--- src/rtl/calc1_sched_pkg.sv ---
// Shared encodings, port FSM state type and command validation for the calc1 port scheduler.
package calc1_sched_pkg;

   localparam int NUM_PORTS = 4;
   localparam int PORT_W    = 2;

   localparam logic [3:0] CMD_NOP = 4'd0;
   localparam logic [3:0] CMD_ADD = 4'd1;
   localparam logic [3:0] CMD_SUB = 4'd2;
   localparam logic [3:0] CMD_SHL = 4'd5;
   localparam logic [3:0] CMD_SHR = 4'd6;

   localparam logic [1:0] RESP_NONE = 2'd0;
   localparam logic [1:0] RESP_OK   = 2'd1;
   localparam logic [1:0] RESP_ERR  = 2'd2;
   localparam logic [1:0] RESP_BUSY = 2'd3;

   typedef enum logic [2:0] {
      ST_IDLE,
      ST_OP2,
      ST_PEND,
      ST_INFL,
      ST_RSP
   } port_state_e;

   function automatic logic is_valid_cmd(input logic [3:0] cmd);
      return (cmd == CMD_ADD) || (cmd == CMD_SUB) || (cmd == CMD_SHL) || (cmd == CMD_SHR);
   endfunction

endpackage

--- src/rtl/calc1_port_scheduler_if.sv ---
// ALU issue/response bus between the scheduler (master) and the shared ALU back end (slave).
interface calc1_port_scheduler_if #(
   parameter int DATA_W = 32
);
   logic              alu_req_vld;
   logic              alu_req_rdy;
   logic [3:0]        alu_req_cmd;
   logic [DATA_W-1:0] alu_req_op1;
   logic [DATA_W-1:0] alu_req_op2;
   logic [1:0]        alu_req_tag;
   logic              alu_rsp_vld;
   logic [1:0]        alu_rsp_tag;
   logic [1:0]        alu_rsp_resp;
   logic [DATA_W-1:0] alu_rsp_data;

   modport master (
      output alu_req_vld, alu_req_cmd, alu_req_op1, alu_req_op2, alu_req_tag,
      input  alu_req_rdy, alu_rsp_vld, alu_rsp_tag, alu_rsp_resp, alu_rsp_data
   );

   modport slave (
      input  alu_req_vld, alu_req_cmd, alu_req_op1, alu_req_op2, alu_req_tag,
      output alu_req_rdy, alu_rsp_vld, alu_rsp_tag, alu_rsp_resp, alu_rsp_data
   );
endinterface

--- src/rtl/calc1_rr_arbiter.sv ---
// 4-way round-robin arbiter: the port after the last granted one has top priority;
// a registered lock freezes the grant while the issue is stalled.
module calc1_rr_arbiter
   import calc1_sched_pkg::*;
(
   input  logic                 clk,
   input  logic                 srst,
   input  logic [NUM_PORTS-1:0] req,
   input  logic                 lock,
   input  logic                 advance,
   output logic [PORT_W-1:0]    grant_idx,
   output logic                 grant_vld
);

   logic [PORT_W-1:0] last_reg;
   logic              held_reg;
   logic [PORT_W-1:0] held_idx_reg;
   logic [PORT_W-1:0] rr_idx;
   logic [PORT_W-1:0] rr_cand;
   logic              rr_vld;

   // Scan from lowest to highest priority so the highest-priority requester wins last.
   always_comb begin
      rr_idx  = last_reg;
      rr_cand = '0;
      rr_vld  = 1'b0;
      for (int k = NUM_PORTS; k >= 1; k--) begin
         rr_cand = last_reg + PORT_W'(k);
         if (req[rr_cand]) begin
            rr_idx = rr_cand;
            rr_vld = 1'b1;
         end
      end
   end

   assign grant_idx = held_reg ? held_idx_reg : rr_idx;
   assign grant_vld = held_reg | rr_vld;

   always_ff @(posedge clk) begin
      if (srst) begin
         last_reg     <= PORT_W'(NUM_PORTS - 1);
         held_reg     <= 1'b0;
         held_idx_reg <= '0;
      end else begin
         held_reg     <= lock;
         held_idx_reg <= grant_idx;
         if (advance) begin
            last_reg <= grant_idx;
         end
      end
   end

endmodule

--- src/rtl/calc1_port_scheduler.sv ---
// Four-port calc1 request scheduler onto one shared ALU with tagged responses.
// Optional CALC1_SCHED_BUSY_ERR_EN: commands to a PEND/INFL port return a one-cycle busy error.
module calc1_port_scheduler
   import calc1_sched_pkg::*;
#(
   parameter int DATA_W          = 32,
   parameter int MAX_OUTSTANDING = 4
) (
   input  logic                   c_clk,
   input  logic                   reset,
   input  logic [15:0]            req_cmd_in,
   input  logic [4*DATA_W-1:0]    req_data_in,
   output logic [7:0]             out_resp,
   output logic [4*DATA_W-1:0]    out_data,
   calc1_port_scheduler_if.master alu
);

   logic [NUM_PORTS-1:0] pend_vec;
   logic [NUM_PORTS-1:0] infl_vec;
   logic [3:0]           port_cmd [NUM_PORTS];
   logic [DATA_W-1:0]    port_op1 [NUM_PORTS];
   logic [DATA_W-1:0]    port_op2 [NUM_PORTS];

   logic [PORT_W-1:0] grant_idx;
   logic              grant_vld;
   logic              handshake;
   logic              rsp_accept;
   logic              room;
   logic [2:0]        count_reg;
   logic [2:0]        count_next;

   calc1_rr_arbiter u_arb (
      .clk       (c_clk),
      .srst      (reset),
      .req       (pend_vec),
      .lock      (alu.alu_req_vld & ~alu.alu_req_rdy),
      .advance   (handshake),
      .grant_idx (grant_idx),
      .grant_vld (grant_vld)
   );

   assign room            = (count_reg < 3'(MAX_OUTSTANDING));
   assign alu.alu_req_vld = grant_vld & room;
   assign alu.alu_req_cmd = port_cmd[grant_idx];
   assign alu.alu_req_op1 = port_op1[grant_idx];
   assign alu.alu_req_op2 = port_op2[grant_idx];
   assign alu.alu_req_tag = grant_idx;

   assign handshake  = alu.alu_req_vld & alu.alu_req_rdy;
   // Responses for ports not waiting on the ALU (e.g. stale after reset) are ignored entirely.
   assign rsp_accept = alu.alu_rsp_vld & infl_vec[alu.alu_rsp_tag];

   always_comb begin
      count_next = count_reg;
      case ({handshake, rsp_accept})
         2'b10:   count_next = count_reg + 3'd1;
         2'b01:   count_next = count_reg - 3'd1;
         default: count_next = count_reg;
      endcase
   end

   always_ff @(posedge c_clk) begin
      if (reset) begin
         count_reg <= '0;
      end else begin
         count_reg <= count_next;
      end
   end

   for (genvar gi = 0; gi < NUM_PORTS; gi++) begin : g_port
      port_state_e       state_reg, state_next;
      logic [3:0]        cmd_reg, cmd_next;
      logic [DATA_W-1:0] op1_reg, op1_next;
      logic [DATA_W-1:0] op2_reg, op2_next;
      logic [1:0]        out_resp_reg, out_resp_next;
      logic [DATA_W-1:0] out_data_reg, out_data_next;
      logic [3:0]        cmd_in;
      logic [DATA_W-1:0] data_in;
      logic              rsp_hit;
      logic              issue_hit;

      assign cmd_in    = req_cmd_in[4*gi +: 4];
      assign data_in   = req_data_in[DATA_W*gi +: DATA_W];
      assign rsp_hit   = alu.alu_rsp_vld && (alu.alu_rsp_tag == PORT_W'(gi));
      assign issue_hit = handshake && (grant_idx == PORT_W'(gi));

      always_comb begin
         state_next    = state_reg;
         cmd_next      = cmd_reg;
         op1_next      = op1_reg;
         op2_next      = op2_reg;
         out_resp_next = RESP_NONE;
         out_data_next = '0;
         case (state_reg)
            ST_IDLE, ST_RSP: begin
               if (cmd_in != CMD_NOP) begin
                  state_next = ST_OP2;
                  cmd_next   = cmd_in;
                  op1_next   = data_in;
               end else begin
                  state_next = ST_IDLE;
               end
            end
            ST_OP2: begin
               op2_next = data_in;
               if (is_valid_cmd(cmd_reg)) begin
                  state_next = ST_PEND;
               end else begin
                  state_next    = ST_RSP;
                  out_resp_next = RESP_ERR;
               end
            end
            ST_PEND: begin
               if (issue_hit) begin
                  state_next = ST_INFL;
               end
`ifdef CALC1_SCHED_BUSY_ERR_EN
               if (cmd_in != CMD_NOP) begin
                  out_resp_next = RESP_BUSY;
               end
`endif
            end
            ST_INFL: begin
               if (rsp_hit) begin
                  state_next    = ST_RSP;
                  out_resp_next = alu.alu_rsp_resp;
                  out_data_next = alu.alu_rsp_data;
               end
`ifdef CALC1_SCHED_BUSY_ERR_EN
               // The real response takes the output slot; a colliding busy error is dropped.
               else if (cmd_in != CMD_NOP) begin
                  out_resp_next = RESP_BUSY;
               end
`endif
            end
            default: state_next = ST_IDLE;
         endcase
      end

      always_ff @(posedge c_clk) begin
         if (reset) begin
            state_reg    <= ST_IDLE;
            cmd_reg      <= CMD_NOP;
            op1_reg      <= '0;
            op2_reg      <= '0;
            out_resp_reg <= RESP_NONE;
            out_data_reg <= '0;
         end else begin
            state_reg    <= state_next;
            cmd_reg      <= cmd_next;
            op1_reg      <= op1_next;
            op2_reg      <= op2_next;
            out_resp_reg <= out_resp_next;
            out_data_reg <= out_data_next;
         end
      end

      assign pend_vec[gi] = (state_reg == ST_PEND);
      assign infl_vec[gi] = (state_reg == ST_INFL);
      assign port_cmd[gi] = cmd_reg;
      assign port_op1[gi] = op1_reg;
      assign port_op2[gi] = op2_reg;

      assign out_resp[2*gi +: 2]           = out_resp_reg;
      assign out_data[DATA_W*gi +: DATA_W] = out_data_reg;
   end

endmodule

--- src/flat_wrapper.sv ---
// flat-port wrapper written by rule: the top's interface ports become plain ports
module calc1_port_scheduler_flat import calc1_sched_pkg::*;
#(
   parameter int DATA_W          = 32,
   parameter int MAX_OUTSTANDING = 4
)
  (c_clk, reset, req_cmd_in, req_data_in, out_resp, out_data, alu_alu_req_vld, alu_alu_req_cmd, alu_alu_req_op1, alu_alu_req_op2, alu_alu_req_tag, alu_alu_req_rdy, alu_alu_rsp_vld, alu_alu_rsp_tag, alu_alu_rsp_resp, alu_alu_rsp_data);
  calc1_port_scheduler_if #(.DATA_W(DATA_W)) alu_i ();
  input  logic c_clk;
  input  logic reset;
  input  logic [15:0] req_cmd_in;
  input  logic [4*DATA_W-1:0] req_data_in;
  output logic [7:0] out_resp;
  output logic [4*DATA_W-1:0] out_data;
  output wire logic [$bits(alu_i.alu_req_vld)-1:0] alu_alu_req_vld;
  output wire logic [$bits(alu_i.alu_req_cmd)-1:0] alu_alu_req_cmd;
  output wire logic [$bits(alu_i.alu_req_op1)-1:0] alu_alu_req_op1;
  output wire logic [$bits(alu_i.alu_req_op2)-1:0] alu_alu_req_op2;
  output wire logic [$bits(alu_i.alu_req_tag)-1:0] alu_alu_req_tag;
  input wire logic [$bits(alu_i.alu_req_rdy)-1:0] alu_alu_req_rdy;
  input wire logic [$bits(alu_i.alu_rsp_vld)-1:0] alu_alu_rsp_vld;
  input wire logic [$bits(alu_i.alu_rsp_tag)-1:0] alu_alu_rsp_tag;
  input wire logic [$bits(alu_i.alu_rsp_resp)-1:0] alu_alu_rsp_resp;
  input wire logic [$bits(alu_i.alu_rsp_data)-1:0] alu_alu_rsp_data;
  assign alu_alu_req_vld = alu_i.alu_req_vld;
  assign alu_alu_req_cmd = alu_i.alu_req_cmd;
  assign alu_alu_req_op1 = alu_i.alu_req_op1;
  assign alu_alu_req_op2 = alu_i.alu_req_op2;
  assign alu_alu_req_tag = alu_i.alu_req_tag;
  assign alu_i.alu_req_rdy = alu_alu_req_rdy;
  assign alu_i.alu_rsp_vld = alu_alu_rsp_vld;
  assign alu_i.alu_rsp_tag = alu_alu_rsp_tag;
  assign alu_i.alu_rsp_resp = alu_alu_rsp_resp;
  assign alu_i.alu_rsp_data = alu_alu_rsp_data;
  calc1_port_scheduler #(.DATA_W(DATA_W), .MAX_OUTSTANDING(MAX_OUTSTANDING)) u_core (.c_clk(c_clk), .reset(reset), .req_cmd_in(req_cmd_in), .req_data_in(req_data_in), .out_resp(out_resp), .out_data(out_data), .alu(alu_i));
endmodule
--- config.mk ---
export PLATFORM = sky130hd
export DESIGN_NAME = calc1_port_scheduler_flat
export DESIGN_NICKNAME = d
export VERILOG_FILES = /design/src/rtl/calc1_sched_pkg.sv /design/src/rtl/calc1_port_scheduler_if.sv /design/src/rtl/calc1_rr_arbiter.sv /design/src/rtl/calc1_port_scheduler.sv /design/src/flat_wrapper.sv
export SDC_FILE = /design/constraint.sdc
export NUM_CORES = 1
export LEC_CHECK = 0
export CAP_MARGIN = 10
export CORE_UTILIZATION = 30
export CTS_CLUSTER_SIZE = 30
export DETAILED_ROUTE_END_ITERATION = 10
export GPL_TIMING_DRIVEN = 0
export HOLD_SLACK_MARGIN = 0.15
export PLACE_DENSITY = 0.58
export SYNTH_ARGS = -nofsm -noshare
export SYNTH_HDL_FRONTEND = slang
export SYNTH_SLANG_ARGS = --single-unit
export TNS_END_PERCENT = 10
--- constraint.sdc ---
create_clock -name c_clk -period 6 [get_ports c_clk]
set_input_delay 0.9 -clock c_clk [delete_from_list [all_inputs] [get_ports c_clk]]
set_output_delay 0.9 -clock c_clk [all_outputs]
set_load 0.1 [all_outputs]
==> results.sh, run 1 <==
export IMPL_outcome="complete, no violations"
export IMPL_grt_pass1_vias=15000
export IMPL_grt_use_total=0.231
export IMPL_path_class="reg2out"
export IMPL_cts_tree="yes"
export IMPL_root_buffer="clkbuf_16"
export IMPL_synthTopCellsByArea="dfxtp_1 (53%), nand2_1 (16%), a21oi_1 (10%)"
export IMPL_cp_start_kind="flip-flop"
export IMPL_p_per_area_nw_per_um2=436
export IMPL_syn_inst=2013
export IMPL_worstPathRequired_ns=5.10
export IMPL_async_reset_ff_frac=0
export IMPL_cts_buffer_depth=3
export IMPL_drv_cap=0
export IMPL_ys_ff_latch=428
export IMPL_ctsHoldBuffers=0
export IMPL_fin_skew_ns=0.0161
export IMPL_holdCritStartpoint="u_core.g_port[0].op2_reg[12]"
export IMPL_yosysUniqueCellTypes=50
export IMPL_reg2regPathDepth=9
export IMPL_r2r_end="u_core.g_port[1].state_reg[0]"
export IMPL_wl_per_cell_um=20.8
export IMPL_hold_viol=0
export IMPL_hold_path_depth=2
export IMPL_r2r_start="u_core.g_port[3].state_reg[0]"
export IMPL_syn_area_um2=16300
export IMPL_ant_nets=0
export IMPL_area_delta_synth_final_pct=38.9
export IMPL_syn_nets=2199
export IMPL_setup_viol=0
export IMPL_final_nets=2635
export IMPL_min_to="u_core.g_port[0].op2_reg[12]"
export IMPL_post_synth_top_area_cell="dfxtp_1"
export IMPL_period_share=0.923
export IMPL_die_height_um=235
export IMPL_cts_buffers=46
export IMPL_ff2ff_setup_slack_ns=3.20
export IMPL_vias=15915
export IMPL_relSlewSlack=0.231
export IMPL_start_util=0.303
export IMPL_drt_wl_total_mm=66.3
export IMPL_grt_pass1_wl_mm=96.2
export IMPL_rsz0062_at_grt="no"
export IMPL_grt_antenna_before_repair=1
export IMPL_post_cts_resize_count=0
export IMPL_die_w_um=235
export IMPL_drc=0
export IMPL_dp_hpwl_mm=52.5
export IMPL_grt_max_degree=14
export IMPL_avgSynthCellArea_um2=8.10
export IMPL_synth_seq_area_share=0.526
export IMPL_tightest_slew_ns=1.14
export IMPL_hold_slack_ns=0.451
export IMPL_yosysTopAreaCellShare=0.526
export IMPL_clock_latency_ns=0.59
export IMPL_num_io_pins=391
export IMPL_worstHoldPathType="reg2reg"
export IMPL_clock_fmax_mhz=181
export IMPL_dr_pass1_iters=5
export IMPL_period_minus_slack_ns=5.54
export IMPL_critPathCaptureType="primary output"
export IMPL_rows=85
export IMPL_cts_sinks=428
export IMPL_critPathArrivalTime_ns=4.64
export IMPL_htreeDepth=2
export IMPL_viasPerCell=5.00
export IMPL_drt_iter0_drc=1599
export IMPL_port_buffers=388
export IMPL_p_leak_uw=0.00865
export IMPL_max_vdd_ir_drop_mv=0.348
export IMPL_ys_warn_count=0
export IMPL_gp_congestion=0.912
export IMPL_drive_gt1_frac=0.0455
export IMPL_synth_main_ff_cell="dfxtp_1"
export IMPL_cts_setup_buffers=0
export IMPL_cts_clk_slew_worst_paths_ns=0.06
export IMPL_die_area_um2=55300
export IMPL_grt_ovfl_total=0
export IMPL_fin_setup_tns_ns=0
export IMPL_antenna_cells=0
export IMPL_synth_edff_count=0
export IMPL_slew_viol_final=0
export IMPL_fp_coreArea_um2=53700
export IMPL_path_max_fanout=10
-- placed cells by master (no fill, tap or decap), types with 2 or more instances in the layout --
cell type / instances
a211oi_1: 2
dfxtp_1: 428
nor3_1: 20
a22oi_1: 11
nand3_1: 5
nor4_1: 6
nor2b_1: 6
clkinv_8: 2
a31oi_1: 4
and2_1: 132
o21ai_0: 3
or3b_2: 4
xnor2_1: 5
or3b_4: 2
clkinv_2: 5
inv_2: 2
nor2_1: 34
clkbuf_16: 47
clkinvlp_4: 2
clkbuf_8: 15
clkdlybuf4s50_1: 388
buf_1: 7
nor3b_1: 4
buf_2: 23
o21bai_1: 2
a311o_1: 67
nand2_1: 674
inv_1: 3
and3_1: 68
clkbuf_1: 134
a211o_1: 2
o21ai_1: 2
bufinv_16: 3
nand2b_1: 9
a21oi_1: 339
buf_6: 3
-- cells by family after synthesis --
logic type,after synthesis,share of synthesized area
simple gates,971,0.264
compound gates,441,0.162
flops,428,0.526
buf+inv,163,0.0407
xor+xnor,6,0.00322
mux,2,0.00200
fa+ha+maj,2,0.00200
-- cells in the mapped netlist (all sizes together) (2+ instances only) --
library cell / number
o311ai: 2
nand3: 5
nor4: 6
o21ai: 5
inv: 5
clkbuf: 125
and2: 132
a211o: 2
nand2: 674
dfxtp: 428
a31oi: 4
a311o: 67
and3: 68
a21oi: 339
or3b: 7
nor2b: 6
o21bai: 2
xnor2: 5
a22oi: 11
buf: 33
nand2b: 9
nor3b: 4
o221ai: 2
nor3: 20
nor2: 34
a211oi: 2
-- where the power goes --
group / switching, µW / internal, µW / total (µW)
sequential: 164 / 3110 / 3280
combinational: 2740 / 896 / 3640
clock: 1200 / 1750 / 2950
-- per-layer routing --
| metal | vias to the layer above | GRT usage | routed length (µm) |
|---|---|---|---|
| li1 | 7566 | - | - |
| met1 | 7522 | 0.303 | 28500 |
| met2 | 735 | 0.380 | 30500 |
| met3 | 90 | 0.0466 | 5300 |
| met4 | 2 | 0.0758 | 1940 |
| met5 | - | 0 | 10 |
-- final cells by class --
cell class	instances	area [µm²]
Inverter	5	18.8
Clock inverter	12	163
Multi-Input combinational cell	1422	7070
Fill cell	5305	31100
Timing Repair Buffer	388	3880
Sequential cell	428	8570
Clock buffer	71	1420
Buffer	158	644
Tap cell	696	871
-- worst max-delay path by stage --
stage                                             start                   to  slack (ns)  cells past startpoint
after detailed placement  u_core.g_port[1].state_reg[0]  alu_alu_req_op1[26]        1.11                     10
after floorplan           u_core.g_port[3].state_reg[0]   alu_alu_req_cmd[0]        1.72                      7
after global routing      u_core.g_port[1].state_reg[0]  alu_alu_req_op1[10]        0.29                     10
after CTS                 u_core.g_port[1].state_reg[0]  alu_alu_req_op1[26]        0.48                     10
final                     u_core.g_port[1].state_reg[0]  alu_alu_req_op1[23]        0.46                     10
after global placement    u_core.g_port[1].state_reg[0]   alu_alu_req_cmd[2]        1.16                     10
-- stage by stage --
stage | std cells | total power [µW] | area, µm² | utilization | worst slack, ns
floorplan | 2013 | 5720 | 16300 | - | 1.72
CTS | 3180 | 9870 | 22600 | 0.421 | 0.478
global placement | 3097 | 6890 | 21100 | 0.392 | 1.16
global route | 3180 | 10200 | 22600 | 0.421 | 0.288
detailed placement | 3097 | 6920 | 21100 | 0.392 | 1.11
finish | 3180 | 9870 | 22600 | 0.421 | 0.465
-- critical path, cell delays in order (launching register included) --
cell and delay (ns):
dfxtp_1 0.29, buf_2 0.16, nor4b_1 0.39, a21oi_1 0.10
o311ai_2 0.41, buf_2 0.39, clkbuf_1 0.44, nand2_1 0.12
a21oi_1 0.38, a311o_1 0.22, clkdlybuf4s50_1 1.14
Note: power is estimated with default switching activity, not from simulation.
==> run 2, diff against run 1 <==
--- a/config.mk
+++ b/config.mk
@@ -5,13 +5,14 @@
 export SDC_FILE = /design/constraint.sdc
 export NUM_CORES = 1
 export LEC_CHECK = 0
-export CAP_MARGIN = 10
+export CAP_MARGIN = 20
 export CORE_UTILIZATION = 30
 export CTS_CLUSTER_SIZE = 30
 export DETAILED_ROUTE_END_ITERATION = 10
 export GPL_TIMING_DRIVEN = 0
 export HOLD_SLACK_MARGIN = 0.15
 export PLACE_DENSITY = 0.58
+export REMOVE_ABC_BUFFERS = 1
 export SYNTH_ARGS = -nofsm -noshare
 export SYNTH_HDL_FRONTEND = slang
 export SYNTH_SLANG_ARGS = --single-unit
==> results.sh, run 2 (same netlist as run 1, synthesis figures left out) <==
export IMPL_drt_wl_total_mm=60.0
export IMPL_dp_hpwl_mm=41.0
export IMPL_drv_cap=0
export IMPL_cts_tree="yes"
export IMPL_grt_max_degree=156
export IMPL_cts_sinks=428
export IMPL_cts_buffer_depth=3
export IMPL_critPathCaptureType="primary output"
export IMPL_rows=85
export IMPL_viasPerCell=4.97
export IMPL_mostFrequentLayoutCells="nand2_1 (674), dfxtp_1 (428), clkdlybuf4s50_1 (375)"
export IMPL_period_minus_slack_ns=5.79
export IMPL_clock_latency_ns=0.59
export IMPL_die_height_um=235
export IMPL_max_vdd_ir_drop_mv=0.277
export IMPL_cp_start_kind="flip-flop"
export IMPL_grt_antenna_before_repair=11
export IMPL_setup_ws_ns=0.205
export IMPL_path_max_fanout=78
export IMPL_final_common_cell="nand2_1"
export IMPL_die_w_um=235
export IMPL_root_buffer="clkbuf_16"
export IMPL_holdCritStartpoint="u_core.g_port[0].op1_reg[18]"
export IMPL_p_leak_uw=0.00901
export IMPL_path_class="reg2out"
export IMPL_critPathLaunch="u_core.g_port[3].state_reg[1]"
export IMPL_wl_per_cell_um=19.5
export IMPL_slew_viol_final=0
export IMPL_drc=0
export IMPL_setup_viol=0
export IMPL_grt_ovfl_total=0
export IMPL_grt_use_total=0.211
export IMPL_grt_pass1_vias=15016
export IMPL_finish_instance_area_um2=23000
export IMPL_drive_gt1_frac=0.0668
export IMPL_fp_coreArea_um2=53700
export IMPL_clock_fmax_mhz=173
export IMPL_outcome="complete, no violations"
export IMPL_worstHoldPathType="reg2reg"
export IMPL_num_io_pins=391
export IMPL_htreeDepth=2
export IMPL_cts_buffers=49
export IMPL_r2r_start="u_core.g_port[1].state_reg[1]"
export IMPL_vias=15337
export IMPL_die_area_um2=55300
export IMPL_hold_slack_ns=0.449
export IMPL_fin_skew_ns=0.00938
export IMPL_relSlewSlack=0.258
export IMPL_cts_clk_slew_worst_paths_ns=0.06
export IMPL_stdcell_count=3084
export IMPL_gp_congestion=0.801
export IMPL_period_share=0.966
export IMPL_port_buffers=390
export IMPL_tightest_slew_ns=1.11
export IMPL_hold_viol=0
export IMPL_rsz0062_at_grt="no"
export IMPL_drt_iter0_drc=1036
export IMPL_start_util=0.303
export IMPL_area_delta_synth_final_pct=41.1
export IMPL_postPlaceCellArea_um2=21200
export IMPL_grt_pass1_wl_mm=89.9
export IMPL_final_nets=2529
export IMPL_dp_slack_ns=0.651
export IMPL_dr_pass1_iters=8
export IMPL_worstPathRequired_ns=5.10
export IMPL_critPathArrivalTime_ns=4.89
export IMPL_ant_nets=0
export IMPL_p_per_area_nw_per_um2=438
export IMPL_dp_cells=2983
[run 2: changes by cell type in the layout (fill, tap and decap cells not counted), sizes merged, moves of 2 or more]
cell / delta
buf: +15
clkbuf: -125
clkdlybuf4s50: -13
diode: +7
dlygate4sd2: +2
dlymetal6s2s: +12
inv: +6
[run 2: path summary, 6_finish.rpt]
check / endpoint / slack [ns] / cells after the start
hold / removal: u_core.g_port[0].op1_reg[18] / 0.45 / 2
setup / recovery: alu_alu_req_op1[24] / 0.21 / 11
setup reg to reg: u_core.count_reg[2] / 3.15 / 8
hold reg to reg: u_core.g_port[0].op1_reg[18] / 0.45 / 2
[run 2: per-stage QoR]
| step | util | power, µW | setup TNS (ns) |
|---|---|---|---|
| after global routing | 0.428 | 10500 | 0 |
| after floorplan | - | 5570 | -220.57 |
| after CTS | 0.426 | 10100 | 0 |
| after detailed placement | 0.395 | 7030 | 0 |
| after global placement | 0.380 | 6810 | -2997.28 |
| final | 0.428 | 10100 | 0 |
[run 2: timing repair]
| item | in CTS | in global routing |
|---|---|---|
| buffers inserted | 0 | 4 |
| hold buffers | 0 | 0 |
| setup endpoints to repair | 2 | 40 |
| gates resized for setup | 2 | 12 |
| pin swaps | 0 | 1 |
| hold endpoints to repair | 0 | 0 |
[run 2: power breakdown]
group	total, µW	internal, µW	switching [µW]
Sequential	3280	3110	163
Clock	3070	1820	1250
Combinational	3720	1040	2680
[run 2: layer usage]
metal	share of wire	global-route usage	up-vias
li1	-	-	7378
met1	0.40	0.250	7177
met2	0.47	0.349	654
met3	0.098	0.0717	120
met4	0.038	0.0879	8
met5	0.00083	0	-
[run 2: final cells by class]
class                      count  area, µm²
tap                          696        871
sequential                   428       8570
clock buffer                  71       1420
fill                        5293      30700
clock inverter                18        226
multi-input combinational   1422       7170
inverter                       5       23.8
antenna                        7       17.5
timing repair buffer         437       4700
[run 2: critical path, stage by stage (launching register included)]
cell	delay [ns]
dfxtp_1	0.59
or3b_4	0.47
o221ai_1	0.29
o311ai_4	0.16
buf_12	0.17
buf_8	0.16
inv_6	0.40
buf_16	0.35
nand2_1	0.10
a21oi_1	0.13
a311o_1	0.13
clkdlybuf4s50_1	1.23
